==> src/rtl/quiz_timer_ctrl.sv <==
`default_nettype none
// ============================================================================
// Module   : quiz_timer_ctrl
// Purpose  : Game tick prescaler, elapsed-minutes counter and quiz scheduler
//            with an answer window; optional timeout via QUIZ_TIMEOUT_EN.
// Revision : 1.0 - initial release
// ============================================================================
module quiz_timer_ctrl #(
  parameter int TICK_DIV     = 67108864,
  parameter int QUIZ_PERIOD  = 4,
  parameter int ANSWER_TICKS = 3
) (
  input  logic       Clk,
  input  logic       Reset,
  input  logic       Start,
  input  logic       Clear,
  input  logic       Halt,
  input  logic       Ans_valid,
  input  logic       Ans_correct,
  output logic       tick,
  output logic [7:0] minutes,
  output logic       quiz_req,
  output logic       quiz_active,
  output logic [3:0] answer_left,
  output logic [3:0] quiz_cnt,
  output logic       life_dec,
  output logic       quiz_pass,
  output logic [1:0] state
);

  localparam int               c_PW   = $clog2(TICK_DIV);
  localparam logic [c_PW-1:0]  c_PMAX = c_PW'(TICK_DIV - 1);
  localparam logic [7:0]       c_IMAX = 8'(QUIZ_PERIOD - 1);
`ifdef QUIZ_TIMEOUT_EN
  localparam logic [3:0]       c_ANS_INIT = 4'(ANSWER_TICKS);
`else
  localparam logic [3:0]       c_ANS_INIT = 4'd0;
`endif

  typedef enum logic [1:0] {
    S_IDLE = 2'd0,
    S_RUN  = 2'd1,
    S_QUIZ = 2'd2,
    S_HALT = 2'd3
  } state_t;

  state_t            r_state;
  logic [c_PW-1:0]   r_presc;
  logic [7:0]        r_interval;
  logic              w_wrap;

  assign w_wrap = (r_presc == c_PMAX);
  assign state  = r_state;

  always_ff @(posedge Clk) begin
    tick      <= 1'b0;
    quiz_req  <= 1'b0;
    life_dec  <= 1'b0;
    quiz_pass <= 1'b0;
    // Clear has the same effect as Reset, so both share the zeroing path.
    if (Reset || Clear) begin
      r_state     <= S_IDLE;
      r_presc     <= '0;
      r_interval  <= '0;
      minutes     <= '0;
      quiz_active <= 1'b0;
      answer_left <= '0;
      quiz_cnt    <= '0;
    end else begin
      case (r_state)
        S_IDLE: begin
          if (Start) r_state <= S_RUN;
        end
        S_RUN, S_QUIZ: begin
          if (Halt) begin
            r_state     <= S_HALT;
            quiz_active <= 1'b0;
          end else if (r_state == S_QUIZ && Ans_valid) begin
            quiz_pass   <= Ans_correct;
            life_dec    <= ~Ans_correct;
            r_state     <= S_RUN;
            quiz_active <= 1'b0;
            r_presc     <= '0;
            answer_left <= '0;
          end else if (w_wrap) begin
            r_presc <= '0;
            tick    <= 1'b1;
            if (r_state == S_RUN) begin
              minutes <= minutes + 8'd1;
              if (r_interval == c_IMAX) begin
                r_interval  <= '0;
                quiz_req    <= 1'b1;
                quiz_active <= 1'b1;
                r_state     <= S_QUIZ;
                answer_left <= c_ANS_INIT;
                if (quiz_cnt != 4'd15) quiz_cnt <= quiz_cnt + 4'd1;
              end else begin
                r_interval <= r_interval + 8'd1;
              end
            end else begin
`ifdef QUIZ_TIMEOUT_EN
              answer_left <= answer_left - 4'd1;
              if (answer_left == 4'd1) begin
                life_dec    <= 1'b1;
                r_state     <= S_RUN;
                quiz_active <= 1'b0;
              end
`endif
            end
          end else begin
            r_presc <= r_presc + c_PW'(1);
          end
        end
        default: begin
          // HALT: everything frozen until Clear or Reset.
        end
      endcase
    end
  end

endmodule
`default_nettype wire

==> config.mk <==
export PLATFORM = sky130hd
export DESIGN_NAME = quiz_timer_ctrl
export DESIGN_NICKNAME = d
export VERILOG_FILES = /design/src/rtl/quiz_timer_ctrl.sv
export SDC_FILE = /design/constraint.sdc
export NUM_CORES = 1
export LEC_CHECK = 0
export CORE_UTILIZATION = 45
export CTS_BUF_LIST = sky130_fd_sc_hd__clkbuf_8
export CTS_CLUSTER_DIAMETER = 80
export DETAILED_ROUTE_END_ITERATION = 8
export PLACE_DENSITY = 0.66
export SLEW_MARGIN = 20
export SYNTH_ARGS = -nofsm -noshare
export SYNTH_HDL_FRONTEND = slang
export SYNTH_SLANG_ARGS = --single-unit
export TNS_END_PERCENT = 50
==> constraint.sdc <==
create_clock -name Clk -period 7.77 [get_ports Clk]
set_clock_uncertainty 0.1 [all_clocks]
set_input_delay 1.9425 -clock Clk [delete_from_list [all_inputs] [get_ports Clk]]
set_output_delay 1.9425 -clock Clk [all_outputs]
set_load 0.05 [all_outputs]
==> metrics.md <==
| Metric | Value |
|---|---|
| Post_cts resized | 0 |
| Maximum clock frequency | 0.224 GHz |
| Setup Crit Path Kind | primary input to flop |
| Clock-pin slew on the worst setup and hold paths | 0.09 ns |
| Maxcap violations | 0 |
| Slew Viols, Final | 0 |
| Initial antenna violation count | 0 |
| RSZ-0062 raised after global routing | false |
| Actual slew at the worst max-slew pin | 0.957 ns |
| Design area | 3150 um2 |
| Setup WS pre-CTS | 3.00 ns |
| Required time of the critical path | 7.91 ns |
| Die H | 80.8 um |
| Longest Clk Path Bufs | 2 |
| Via count | 2566 |
| Vias in the first global route | 2273 |
| Critical Path Sink Type | flop |
| Period utilization | 0.574 |
| Fillers | 573 |
| Buffers on Ports | 25 |
| Number of CTS-inserted buffers | 5 |
| Ys async rst share | 0 |
| GPL Wtd Cong | 0.833 |
| Wirelength per Cell | 15.4 um |
| Final WS setup | 3.31 ns |
| Worst min-delay path class | flop to flop |
| Placed cell area | 3070 um2 |
| Num rows | 28 |
| Post-synthesis cell count | 346 |
| Mapped cell area | 2790 um2 |
| Worst IR drop on VDD | 0.0678 mV |
| Residual DRC count | 0 |
| Worst-path maximum fanout | 15 |
| Clk root buf | clkbuf_8 |
| Area Growth Syn to Fin | 12.7% |
| Setup_tns | 0 ns |
| Worst slew margin | 0.360 |
| Ant. Diodes | 0 |
| EDFF count, synth | 0 |
| Synth cell types | 47 |
| Iteration-0 DRC count of the detailed router | 150 |
| GRT overflow | 0 |
| YS warnings | 0 |
| 1st-pass router iterations | 4 |
| Via-per-instance ratio | 5.89 |
| Number of clock sinks | 53 |
| ANT nets after route | 0 |
| PwrDens | 142 nW/um2 |
| Status | finished, final reports clean |
| Routed WL | 6.73 mm |
| Synth Area per Inst | 8.07 um2 |
| Tmin final | 4.46 ns |
| Setup-failing EPs final | 0 |
| First-pass GRT wire length | 11.1 mm |
| Setup bufs post-CTS | 0 |
| Layout cells sized above 1 | 0.0443 |
| Die X | 80.8 um |
| Worst EP arrival | 4.61 ns |
| CTS tree | yes |
| Leakage power figure | 0.980 nW |
| Largest net degree at the start of global routing | 45 |
| DP HPWL | 4.67 mm |
| Number of synthesized register bits | 53 |
| Global-route usage over all layers | 0.220 |
| H-tree depth | 2 |
| Starting density of the core | 0.469 |
| Hold-fix buffers, CTS | 0 |
| NumNets Final | 377 |
| Predominant post-synthesis flop cell | dfxtp_1 |
| Final hold vios | 0 |
| Crit path launch type | primary input |
| Post-synthesis sequential area ratio | 0.380 |
| Clk_lat worst skew | 0.31 ns |
| Io pins | 30 |
| Die area | 6520 um2 |
| Core Area | 5960 um2 |
cells in the final DEF, fill, tap and decap left out, types with 2 or more instances in the layout:
cell,n
mux2i_1,3
and2_1,4
nand2_1,29
o211a_1,2
xnor2_1,10
o21a_1,3
a21oi_1,32
a211oi_1,2
or3_1,6
clkbuf_8,5
conb_1,4
dfxtp_1,53
and3_1,7
nor3_1,7
o31ai_1,2
nor4_1,13
a31oi_1,14
o211ai_1,2
o21ai_0,17
and4_1,7
nand3_1,18
nand4_1,16
clkdlybuf4s50_1,25
nor2_1,20
inv_1,15
nand2b_1,8
a22o_1,3
or4_1,6
ha_1,8
metal layers:
layer / wire length (um) / GRT usage / vias up
li1: - / - / 1295
met1: 3330 / 0.318 / 1208
met2: 2970 / 0.329 / 52
met3: 295 / 0.0315 / 11
met4: 124 / 0.0857 / 0
met5: 0 / 0 / -
flip-flops by register name, indices dropped and copies added (netlist names):
| register | flops |
|---|---|
| quiz_active | 1 |
| minutes | 8 |
| tick | 1 |
| quiz_req | 1 |
| life_dec | 1 |
| r_interval | 8 |
| quiz_cnt | 4 |
| state | 2 |
| quiz_pass | 1 |
| r_presc | 26 |
cell usage after synthesis, drive strengths merged (10+ instances only):
master	count	share of area
dfxtp	53	0.38
a21oi	33	0.059
nand2	30	0.041
nor2	20	0.027
nand3	19	0.039
o21ai	17	0.030
nand4	16	0.036
inv	15	0.020
a31oi	14	0.031
clkbuf	14	0.019
nor4	14	0.031
xnor2	10	0.031
power breakdown:
part / leakage [nW] / switching (mW) / internal [mW] / total (mW)
Combinational: 0.513 / 0.0193 / 0.00836 / 0.0276
Sequential: 0.427 / 0.000741 / 0.272 / 0.273
Clock: 0.0399 / 0.0880 / 0.0596 / 0.148
Total: 0.980 / 0.108 / 0.340 / 0.448
worst paths after layout:
path              cells after the start  slack [ns]           from       endpoint
setup / recovery                      6        3.31           Halt     minutes[5]
hold / removal                        2        0.40  r_interval[1]  r_interval[1]
setup reg to reg                      7        4.70       state[0]     minutes[5]
hold reg to reg                       2        0.40  r_interval[1]  r_interval[1]
metrics by stage:
stage	std cells	power (mW)	utilization	hold WS, ns
2_1_floorplan	349	0.300	-	0.355
3_3_place_gp	430	0.306	0.515	0.372
3_5_place_dp	430	0.307	0.515	0.382
4_1_cts	436	0.451	0.528	0.395
5_1_grt	436	0.465	0.529	0.424
6_report	436	0.448	0.529	0.398
worst max-delay path: stages:
cell             delay, ns
clkdlybuf4s50_1       0.48
nand2b_1              0.24
or4_1                 0.69
or4_4                 0.57
or4_1                 0.53
a21oi_1               0.14
cell families after synthesis:
kind of cell               synth area share
AOI/OAI and AO/OA                     0.175
buffers and inverters                0.0529
other                               0.00134
xor gates and xnor gates             0.0345
adders and majority gates            0.0358
DFF                                   0.380
and+or+nand+nor                       0.306
muxes                                0.0148
cell type report:
cell class	instances	area, um2	share of cell area
multi-input combinational	261	1610	0.510
clock inverter	1	5.00	0.00159
clock buffer	5	68.8	0.0219
timing repair buffer	26	258	0.0819
tap	75	93.8	0.0298
inverter	15	56.3	0.0179
sequential	53	1060	0.337
Note: power is estimated with default switching activity, not from simulation.
